<file path="config.mk">
export PLATFORM = sky130hd
export DESIGN_NAME = mem_stage
export DESIGN_NICKNAME = d
export VERILOG_FILES = /design/src/rtl/mem_stage.sv
export SDC_FILE = /design/constraint.sdc
export NUM_CORES = 1
export LEC_CHECK = 0
export ABC_AREA = 1
export CAP_MARGIN = 20
export CORE_ASPECT_RATIO = 0.6
export CORE_MARGIN = 1
export CORE_UTILIZATION = 54
export CTS_CLUSTER_DIAMETER = 150
export DETAILED_ROUTE_END_ITERATION = 7
export PLACE_DENSITY_LB_ADDON = 0.25
export SYNTH_ARGS = -nofsm -noshare
export SYNTH_HDL_FRONTEND = slang
export SYNTH_SLANG_ARGS = --single-unit
</file>
<file path="constraint.sdc">
create_clock -name clk -period 6.8 [get_ports clk]
set_input_delay 1.7 -clock clk [delete_from_list [all_inputs] [get_ports clk]]
set_output_delay 1.7 -clock clk [all_outputs]
set_load 0.005 [all_outputs]
</file>
<file path="src/rtl/mem_stage.sv">
// mem_stage: memory-access stage of the five-stage RV32 core. Each load/store is
// split into byte transfers on an 8-bit memory port, and the pipeline is stalled until it finishes.
module mem_stage (
    input  logic        clk,
    input  logic        rst,
    input  logic [4:0]  rd_addr_i,
    input  logic        rd_write_i,
    input  logic [31:0] rd_data_i,
    input  logic        mem_read_i,
    input  logic        mem_write_i,
    input  logic [2:0]  mem_funct3_i,
    input  logic [31:0] mem_addr_i,
    input  logic [31:0] store_data_i,
    output logic [4:0]  rd_addr_o,
    output logic        rd_write_o,
    output logic [31:0] rd_data_o,
    output logic        stall_req_o,
    output logic        mem_req_o,
    output logic        mem_wr_o,
    output logic [31:0] mem_addr_o,
    output logic [7:0]  mem_wdata_o,
    input  logic [7:0]  mem_rdata_i,
    input  logic        mem_ack_i
);

    typedef enum logic [1:0] {
        IDLE = 2'd0,
        XFER = 2'd1,
        DONE = 2'd2
    } state_t;

    state_t      state_q, state_d;
    logic [31:0] base_q, base_d;
    logic [31:0] sdata_q, sdata_d;
    logic [2:0]  funct3_q, funct3_d;
    logic        is_store_q, is_store_d;
    logic [1:0]  last_idx_q, last_idx_d;
    logic [1:0]  idx_q, idx_d;
    logic [7:0]  buf_q [4];
    logic [7:0]  buf_d [4];
    logic        mem_req_q, mem_req_d;
    logic        mem_wr_q, mem_wr_d;
    logic [31:0] mem_addr_q, mem_addr_d;
    logic [7:0]  mem_wdata_q, mem_wdata_d;

    logic        mem_op;
    logic        start;
    logic        capture;
    logic        last_ack;
    logic [1:0]  next_idx;
    logic [1:0]  op_last_idx;
    logic [7:0]  sdata_byte [4];
    logic [31:0] load_word;
    logic [31:0] load_ext;

    assign mem_op   = mem_read_i | mem_write_i;
    assign start    = (state_q == IDLE) && mem_op;
    assign capture  = (state_q == XFER) && mem_ack_i && !is_store_q;
    assign last_ack = (state_q == XFER) && mem_ack_i && (idx_q == last_idx_q);
    assign next_idx = idx_q + 2'd1;

    // The byte count is kept as the index of the final byte (0, 1 or 3).
    always_comb begin
        case (mem_funct3_i[1:0])
            2'b00:   op_last_idx = 2'd0;
            2'b01:   op_last_idx = 2'd1;
            default: op_last_idx = 2'd3;
        endcase
    end

    genvar gi;
    generate
        for (gi = 0; gi < 4; gi++) begin : g_lane
            assign sdata_byte[gi]        = sdata_q[8*gi +: 8];
            assign load_word[8*gi +: 8]  = buf_q[gi];
        end
    endgenerate

    always_comb begin
        for (int i = 0; i < 4; i++) begin
            buf_d[i] = buf_q[i];
            if (start) begin
                buf_d[i] = 8'h00;
            end else if (capture && (idx_q == 2'(i))) begin
                buf_d[i] = mem_rdata_i;
            end
        end
    end

    always_comb begin
        case (funct3_q)
            3'b000:  load_ext = {{24{load_word[7]}}, load_word[7:0]};
            3'b001:  load_ext = {{16{load_word[15]}}, load_word[15:0]};
            3'b100:  load_ext = {24'h000000, load_word[7:0]};
            3'b101:  load_ext = {16'h0000, load_word[15:0]};
            default: load_ext = load_word;
        endcase
    end

    always_comb begin
        state_d     = state_q;
        base_d      = base_q;
        sdata_d     = sdata_q;
        funct3_d    = funct3_q;
        is_store_d  = is_store_q;
        last_idx_d  = last_idx_q;
        idx_d       = idx_q;
        mem_req_d   = mem_req_q;
        mem_wr_d    = mem_wr_q;
        mem_addr_d  = mem_addr_q;
        mem_wdata_d = mem_wdata_q;
        case (state_q)
            IDLE: begin
                if (mem_op) begin
                    state_d     = XFER;
                    base_d      = mem_addr_i;
                    sdata_d     = store_data_i;
                    funct3_d    = mem_funct3_i;
                    // A load takes priority when both read and write are flagged.
                    is_store_d  = mem_write_i & ~mem_read_i;
                    last_idx_d  = op_last_idx;
                    idx_d       = 2'd0;
                    mem_req_d   = 1'b1;
                    mem_wr_d    = mem_write_i & ~mem_read_i;
                    mem_addr_d  = mem_addr_i;
                    mem_wdata_d = store_data_i[7:0];
                end
            end
            XFER: begin
                if (last_ack) begin
                    state_d   = DONE;
                    mem_req_d = 1'b0;
                    mem_wr_d  = 1'b0;
                end else if (mem_ack_i) begin
                    idx_d       = next_idx;
                    mem_addr_d  = base_q + {30'd0, next_idx};
                    mem_wdata_d = sdata_byte[next_idx];
                end
            end
            DONE: begin
                state_d = IDLE;
            end
            default: begin
                state_d   = IDLE;
                mem_req_d = 1'b0;
                mem_wr_d  = 1'b0;
            end
        endcase
    end

    always_ff @(posedge clk or negedge rst) begin
        if (!rst) begin
            state_q     <= IDLE;
            base_q      <= 32'd0;
            sdata_q     <= 32'd0;
            funct3_q    <= 3'd0;
            is_store_q  <= 1'b0;
            last_idx_q  <= 2'd0;
            idx_q       <= 2'd0;
            mem_req_q   <= 1'b0;
            mem_wr_q    <= 1'b0;
            mem_addr_q  <= 32'd0;
            mem_wdata_q <= 8'd0;
            for (int i = 0; i < 4; i++) begin
                buf_q[i] <= 8'd0;
            end
        end else begin
            state_q     <= state_d;
            base_q      <= base_d;
            sdata_q     <= sdata_d;
            funct3_q    <= funct3_d;
            is_store_q  <= is_store_d;
            last_idx_q  <= last_idx_d;
            idx_q       <= idx_d;
            mem_req_q   <= mem_req_d;
            mem_wr_q    <= mem_wr_d;
            mem_addr_q  <= mem_addr_d;
            mem_wdata_q <= mem_wdata_d;
            for (int i = 0; i < 4; i++) begin
                buf_q[i] <= buf_d[i];
            end
        end
    end

    assign rd_addr_o   = rd_addr_i;
    assign rd_write_o  = rd_write_i;
    assign rd_data_o   = ((state_q == DONE) && !is_store_q) ? load_ext : rd_data_i;
    assign stall_req_o = rst & (start | (state_q == XFER));

    assign mem_req_o   = mem_req_q;
    assign mem_wr_o    = mem_wr_q;
    assign mem_addr_o  = mem_addr_q;
    assign mem_wdata_o = mem_wdata_q;

endmodule
</file>
# ---- Word-level counts from Yosys, hierarchy flattened
# Index checks and enable logic that the tools add are counted.
# Widths: inputs -> output; s select.
dict set report word_totals {
  inputBits 118
  regBits 148
}
dict set report op_classes {
  muxes 34
  n_bitwise 7
  n_eq_ne 14
  n_addsub 2
  reduce_logical 23
  n_lt_le_gt_ge 1
}
# cell n
set op_table {}
lappend op_table {{$mux 32} 4}
lappend op_table {{$pmux 32 s4} 1}
lappend op_table {{$mux 8} 13}
lappend op_table {{$pmux 32 s2} 1}
lappend op_table {{$add 32x2->32} 1}
lappend op_table {{$bmux 8 s2} 1}
lappend op_table {{$pmux 8 s2} 1}
lappend op_table {{$pmux 2 s2} 3}
lappend op_table {{$mux 2} 5}
lappend op_table {{$reduce_bool 2->1} 5}
lappend op_table {{$logic_and 1x1->1} 9}
lappend op_table {{$ne 2x2->1 const B} 4}
lappend op_table {{$eq 2x1->1 const B} 3}
lappend op_table {{$eq 2x2->1 const B} 3}
lappend op_table {{$eq 3x3->1 const B} 2}
lappend op_table {{$logic_not 2->1} 3}
lappend op_table {{$pmux 1 s3} 2}
lappend op_table {{$reduce_and 2->1} 2}
lappend op_table {{$reduce_and 4->1} 1}
lappend op_table {{$eq 3x1->1 const B} 1}
lappend op_table {{$ge 3x3->1 const B} 1}
lappend op_table {{$logic_not 3->1} 1}
lappend op_table {{$mux 1} 3}
lappend op_table {{$not 2->3} 1}
lappend op_table {{other kinds (7)} 10}

# ---- Longest topological paths before layout
# Gate-level depths: netlist of the first run.
dict set report logic_depth {
  depth_word 8
  mapped_depth 14
  ltp_nobuf 12
}

# ---- Least setup slack after synthesis of the first run
# No wires, ideal clock.
dict set report synth_path {
  path_type {input to output}
  startpoint {input mem_write_i}
  endpoint {output stall_req_o}
  t_required_ns 5.100
  setup_slack_ns 2.728
  t_arrival_ns 2.372
  path_stages 4
  path_cell_list {or2_1 > nand2_4 > buf_2 > a21boi_0}
}
dict set report synth_via {
  elab_chain_cells 4
}
# item line
set synth_rtl {}
lappend synth_rtl {{start: declaration} 10} ;# input logic mem_write_i,
lappend synth_rtl {{$or 1x1->1} 56} ;# assign mem_op = mem_read_i | mem_write_i;
lappend synth_rtl {{$logic_and 1x1->1} 57} ;# assign start = (state_q == IDLE) && mem_op;
lappend synth_rtl {{$or 1x1->1} 188} ;# assign stall_req_o = rst & (start | (state_q == XFER));
lappend synth_rtl {{$and 1x1->1} 188}
lappend synth_rtl {{end: declaration} 17} ;# output logic stall_req_o,
# No other way between the ends.

# ---- Worst setup path in the final report of the first run
# Ends and elaborated chain as after synthesis.

==> flow_metrics.py, run 1 <==
metrics = {
    "logic_synthesis": {
        "avgSynthCellArea_sq_um": 7.39,
        "ys_ff_latch": 148,
        "post_syn_area_sq_um": 7910,
        "yosys_warnings": 0,
        "syn_inst": 1071,
        "synth_largest_area_cell": "sky130_fd_sc_hd__dfrtp_1",
        "synth.area.top_cells": "sky130_fd_sc_hd__dfrtp_1, sky130_fd_sc_hd__nand2_1, sky130_fd_sc_hd__o21ai_0, sky130_fd_sc_hd__nor2_1, sky130_fd_sc_hd__inv_1",
        "synth_cell_types": 33,
        "syn-num-nets": 1196,
        "yosysSeqAreaShare_pct": 46.8,
        "portion_of_synthesized_cell_area_occupied_by_the_leading_cell_type_pct": 46.8,
    },
    "global_routing": {
        "all_layer_gr_usage_pct": 31.1,
        "overflow": 0,
        "grt_start_max_net_pins": 78,
        "grt_first_pass_wirelength_um": 35400,
        "vias_in_the_first_global_route": 6836,
        "antenna_found_initial": 0,
    },
    "detailed_routing": {
        "vias_per_cell": 5.38,
        "ant_nets": 0,
        "first_iter_violations": 785,
        "num_vias": 7692,
        "firstDrtPassIters": 5,
        "wl_um": 22800,
        "drc_errors": 0,
        "routed_wire_length_per_instance_um": 16.0,
    },
    "floorplan": {
        "die-area_sq_um": 15200,
        "start_util_pct": 56.7,
        "fp.dieH_um": 95.8,
        "num_io_pins": 199,
        "placement_rows": 33,
        "dieWidth_um": 158,
        "coreArea_sq_um": 14000,
    },
    "flow_run": {
        "max_cap_viol_count": 0,
    },
    "placed_design": {
        "dp_slack_ns": 1.54,
        "port_buffers": 186,
        "place.gp.congestion": 0.989,
        "post-dp-hpwl_um": 16000,
    },
    "sta": {
        "hold_viol": 0,
        "timing_worst_slew_pin_value_ns": 1.04,
        "clock-skew-final_ns": 0.0105,
        "post-route-worst-setup-slack_ns": 1.55,
        "period_minus_slack_ns": 5.25,
        "grt_setup_unrepaired": "false",
        "max_slew_margin_pct": 30.6,
        "timing.final.crit_share_pct": 77.2,
        "fmaxAchievable_mhz": 191,
        "tns_ns": 0,
        "drv_slew": 0,
        "report.final.setup_viol": 0,
    },
    "layout": {
        "fillerInstances": 1117,
        "final_layout_size_suffix_gt1_share_pct": 4.84,
        "antennaDiodeCount": 0,
        "finish.net_count": 1351,
        "area_growth_pct": 30.1,
    },
    "clocking": {
        "h-tree-depth": 4,
        "cts-root-to-sink-buffers": 2,
        "clk_latency_worst_skew_pair_ns": 0.42,
        "num_cts_buffers": 17,
        "tritoncts_clock_tree": "done",
        "clk_root_buf": "sky130_fd_sc_hd__clkbuf_16",
        "post_cts_resize_count": 0,
        "worst_setup_hold_path_clk_slew_ns": 0.06,
        "clock_sink_count": 148,
        "cts_post_setup_buffers_inserted": 0,
        "holdBufCountCts": 0,
    },
    "critical_path": {
        "critPathMaxFanout": 59,
        "crit_path_start_kind": "primary input",
        "critical_path_class": "primary input to primary output",
        "wp_data_required_ns": 5.10,
        "critPathArrivalTime_ns": 3.55,
        "setup.worst_path.end_class": "primary output",
    },
    "power_and_ir_drop": {
        "power_leakage_nw": 4.94,
        "totalPowerFinal_mw": 4.80,
        "p_per_area_nw_per_um2": 466,
        "vdd_drop_max_v": 0.000281,
    },
    "status": {
        "run_status": "finished, final reports clean",
    },
    "hold_path": {
        "hp-class": "register to register",
    },
}
metal layers:
| layer | up-vias | part of all wire [%] | track usage, % |
|---|---|---|---|
| met5 | - | 0 | 0 |
| met4 | 0 | 0.97 | 7.29 |
| met3 | 35 | 10 | 6.89 |
| met2 | 369 | 41 | 43.5 |
| met1 | 3593 | 48 | 48.4 |
| li1 | 3695 | - | - |
synthesized netlist by cell type (all sizes together):
library cell / instances
nand2: 431
dfrtp: 148
nor2: 93
inv: 88
o21ai: 85
nand3: 64
a21oi: 49
buf: 46
a2bb2oi: 24
o22ai: 8
xnor2: 8
clkbuf: 7
ha: 6
nand3b: 3
xor2: 3
nor3: 2
or2: 2
a21boi: 1
clkinv: 1
fa: 1
o21bai: 1
cells by family after synthesis:
family          share of synthesized area (%)
buf+inv                                  8.30
flops                                    46.8
compound gates                           12.0
fa+ha+maj                                1.20
simple gates                             30.5
xor+xnor                                 1.22
per-stage QoR:
stage / hold WS (ns) / std cells / instance area (sq um) / util, %
floorplan: 0.444 / 1071 / 7910 / -
global placement: 0.460 / 1399 / 9720 / 69.6
detailed placement: 0.465 / 1399 / 9720 / 69.6
CTS: 0.485 / 1431 / 10300 / 73.8
global route: 0.494 / 1431 / 10300 / 73.8
finish: 0.476 / 1431 / 10300 / 73.8
worst max-delay path: stages:
cell and delay [ns]:
sky130_fd_sc_hd__clkdlybuf4s50_1 0.41, sky130_fd_sc_hd__or2_1 0.28, sky130_fd_sc_hd__nand2_4 0.48, sky130_fd_sc_hd__a21boi_0 0.19
sky130_fd_sc_hd__clkdlybuf4s50_1 0.49
cells in the final DEF, fill, tap and decap left out, types with 3 or more instances in the layout:
master	synthesis	final
sky130_fd_sc_hd__a21oi_1	49	49
sky130_fd_sc_hd__a2bb2oi_1	24	24
sky130_fd_sc_hd__buf_4	11	3
sky130_fd_sc_hd__clkbuf_16	0	17
sky130_fd_sc_hd__clkdlybuf4s50_1	0	185
sky130_fd_sc_hd__dfrtp_1	148	148
sky130_fd_sc_hd__ha_1	6	6
sky130_fd_sc_hd__inv_1	85	85
sky130_fd_sc_hd__inv_6	0	7
sky130_fd_sc_hd__nand2_1	418	418
sky130_fd_sc_hd__nand2_2	10	10
sky130_fd_sc_hd__nand2_4	3	3
sky130_fd_sc_hd__nand3_1	63	63
sky130_fd_sc_hd__nand3b_1	3	3
sky130_fd_sc_hd__nor2_1	87	87
sky130_fd_sc_hd__nor2_2	3	3
sky130_fd_sc_hd__nor2_4	3	3
sky130_fd_sc_hd__o21ai_0	78	78
sky130_fd_sc_hd__o21ai_1	7	7
sky130_fd_sc_hd__o22ai_1	8	8
sky130_fd_sc_hd__xnor2_1	8	8
sky130_fd_sc_hd__xor2_1	3	3
area by class of cell:
cell class              count  area (sq um)  share of cell area [%]
repair buffers            189          1890                    18.3
clock buffers              18           439                    4.26
well taps                 192           240                    2.33
flip-flops and latches    148          3700                    36.0
inverters                  89           337                    3.27
clock inverters            14           140                    1.36
multi-input cells         781          3550                    34.5
sequential cells by signal (all words and copies together), names as in the netlist:
register	cells
base_q	32
buf_q	32
mem_addr_o	32
sdata_q	32
mem_wdata_o	8
funct3_q	3
idx_q	2
last_idx_q	2
state_q	2
is_store_q	1
mem_req_o	1
mem_wr_o	1
report_power, final:
part           internal (mW)  leakage (nW)  switching (mW)
combinational          0.885          2.83            1.30
sequential              1.32          1.82           0.361
clock                  0.526         0.287           0.411
worst paths after layout:
check	cells past startpoint	startpoint	slack, ns	to
setup / recovery	5	mem_write_i	1.55	stall_req_o
hold / removal	2	sdata_q[22]$_DFFE_PN0P_	0.48	sdata_q[22]$_DFFE_PN0P_
setup reg to reg	12	idx_q[0]$_DFFE_PN0P_	2.81	mem_addr_o[29]$_DFFE_PN0P_
hold reg to reg	2	sdata_q[22]$_DFFE_PN0P_	0.48	sdata_q[22]$_DFFE_PN0P_
max in group asynchronous	2	rst	4.05	mem_addr_o[4]$_DFFE_PN0P_
min in group asynchronous	1	rst	1.30	sdata_q[17]$_DFFE_PN0P_
(Power assumes the default switching activity.)
==> run 2: changes to the inputs <==
CORE_UTILIZATION = 50   (was 54)
clock period = 5.3 ns   (was 6.8 ns; I/O delays follow)
==> flow_metrics.py, run 2 (synthesis gave the netlist of run 1 again) <==
metrics = {
    "floorplan": {
        "dieWidth_um": 164,
        "coreArea_sq_um": 15400,
        "fp.dieH_um": 99.4,
        "placement_rows": 35,
        "die-area_sq_um": 16300,
        "num_io_pins": 199,
        "start_util_pct": 51.3,
    },
    "sta": {
        "hold_viol": 0,
        "grt_setup_unrepaired": "false",
        "tns_ns": 0,
        "timing_worst_slew_pin_value_ns": 0.844,
        "drv_slew": 0,
        "report.final.setup_viol": 0,
        "fmaxAchievable_mhz": 236,
        "max_slew_margin_pct": 43.8,
        "finalHoldWorstSlack_ns": 0.480,
        "clock-skew-final_ns": 0.0121,
        "timing.final.crit_share_pct": 80.0,
        "period_minus_slack_ns": 4.24,
    },
    "clocking": {
        "clk_latency_worst_skew_pair_ns": 0.43,
        "cts-root-to-sink-buffers": 2,
        "num_cts_buffers": 17,
        "post_cts_resize_count": 0,
        "worst_setup_hold_path_clk_slew_ns": 0.07,
        "cts_post_setup_buffers_inserted": 0,
        "holdBufCountCts": 0,
        "tritoncts_clock_tree": "done",
        "clock_sink_count": 148,
        "clk_root_buf": "sky130_fd_sc_hd__clkbuf_16",
        "h-tree-depth": 4,
    },
    "placed_design": {
        "place.gp.congestion": 0.948,
        "post-dp-hpwl_um": 16100,
        "port_buffers": 186,
        "place.detailed.instances": 1415,
    },
    "detailed_routing": {
        "ant_nets": 0,
        "num_vias": 7596,
        "vias_per_cell": 5.25,
        "drc_errors": 0,
        "first_iter_violations": 618,
        "firstDrtPassIters": 5,
        "routed_wire_length_per_instance_um": 15.5,
        "wl_um": 22500,
    },
    "layout": {
        "ff_latch_area_sq_um": 3700,
        "fillerInstances": 1298,
        "antennaDiodeCount": 0,
        "utilization_pct": 67.2,
        "mostFrequentLayoutCells": "sky130_fd_sc_hd__nand2_1, sky130_fd_sc_hd__clkdlybuf4s50_1, sky130_fd_sc_hd__dfrtp_1",
        "area_growth_pct": 30.9,
        "multi_input_combinational_cell_area_sq_um": 3550,
        "finish.net_count": 1356,
        "mostFrequentLayoutCell": "sky130_fd_sc_hd__nand2_1",
        "final_layout_size_suffix_gt1_share_pct": 5.23,
        "stdcell_count": 1447,
    },
    "critical_path": {
        "critical_path_class": "register to primary output",
        "crit_path_start_kind": "register",
        "setup.worst_path.end_class": "primary output",
        "wp_data_required_ns": 3.97,
        "critPathArrivalTime_ns": 2.91,
        "critPathMaxFanout": 26,
    },
    "status": {
        "run_status": "finished, final reports clean",
    },
    "power_and_ir_drop": {
        "p_per_area_nw_per_um2": 594,
        "totalPowerFinal_mw": 6.15,
        "vdd_drop_max_v": 0.000374,
        "power_leakage_nw": 4.96,
    },
    "global_routing": {
        "grt_start_max_net_pins": 75,
        "grt_first_pass_wirelength_um": 35800,
        "antenna_found_initial": 0,
        "overflow": 0,
        "all_layer_gr_usage_pct": 28.6,
        "vias_in_the_first_global_route": 6798,
    },
    "flow_run": {
        "max_cap_viol_count": 0,
    },
    "hold_path": {
        "hp-class": "register to register",
    },
}
## run 2: cell count changes in the layout (fill, tap and decap cells not counted), sizes merged
cell | before | now
bufinv | 1 | 0
clkinvlp | 1 | 2
inv | 97 | 98
clkbuf | 18 | 17
buf | 4 | 9
## run 2: report_power, final
group / switching (mW) / total, mW / internal, mW
clock network: 0.557 / 1.19 / 0.632
registers: 0.461 / 2.15 / 1.69
logic: 1.66 / 2.81 / 1.15
total: 2.68 / 6.15 / 3.47
## run 2: path summary, 6_finish.rpt
kind,start,endpoint,slack [ns],depth (start not counted)
max,state_q[0]$_DFFE_PN0P_,rd_data_o[26],1.06,7
min,mem_addr_o[25]$_DFFE_PN0P_,mem_addr_o[25]$_DFFE_PN0P_,0.48,2
max reg2reg,idx_q[0]$_DFFE_PN0P_,mem_addr_o[26]$_DFFE_PN0P_,2.09,12
min reg2reg,mem_addr_o[25]$_DFFE_PN0P_,mem_addr_o[25]$_DFFE_PN0P_,0.48,2
max in group asynchronous,rst,base_q[2]$_DFFE_PN0P_,3.45,2
min in group asynchronous,rst,sdata_q[31]$_DFFE_PN0P_,0.73,1
## run 2: area by class of cell
cell class	instances	share of cell area, %
inverter	89	3.25
sequential	148	35.8
clock inverter	15	1.53
multi-input combinational	781	34.3
tap	203	2.45
clock buffer	17	4.11
timing repair buffer	194	18.6
## run 2: routing by layer
| layer | global-route usage (%) | routed length, um | vias to the layer above |
|---|---|---|---|
| met2 | 37.3 | 8820 | 324 |
| met3 | 5.96 | 1960 | 23 |
| met5 | 0 | 0 | - |
| met4 | 7.62 | 301 | 0 |
| met1 | 47.0 | 11400 | 3542 |
| li1 | - | - | 3707 |
## run 2: stage by stage
| step | instance area, sq um | worst slack, ns |
|---|---|---|
| after floorplan | 7910 | 1.98 |
| final | 10400 | 1.06 |
| after global routing | 10400 | 0.889 |
| after CTS | 10400 | 1.06 |
| after global placement | 9770 | 1.30 |
| after detailed placement | 9770 | 1.24 |
## run 2: critical path: stages, from the launching register on
cell                              delay, ns
sky130_fd_sc_hd__dfrtp_1               0.43
sky130_fd_sc_hd__inv_1                 0.08
sky130_fd_sc_hd__nand2_2               0.07
sky130_fd_sc_hd__nor2_4                0.47
sky130_fd_sc_hd__nand2_1               0.21
sky130_fd_sc_hd__nor2_2                0.59
sky130_fd_sc_hd__a2bb2oi_1             0.14
sky130_fd_sc_hd__clkdlybuf4s50_1       0.49
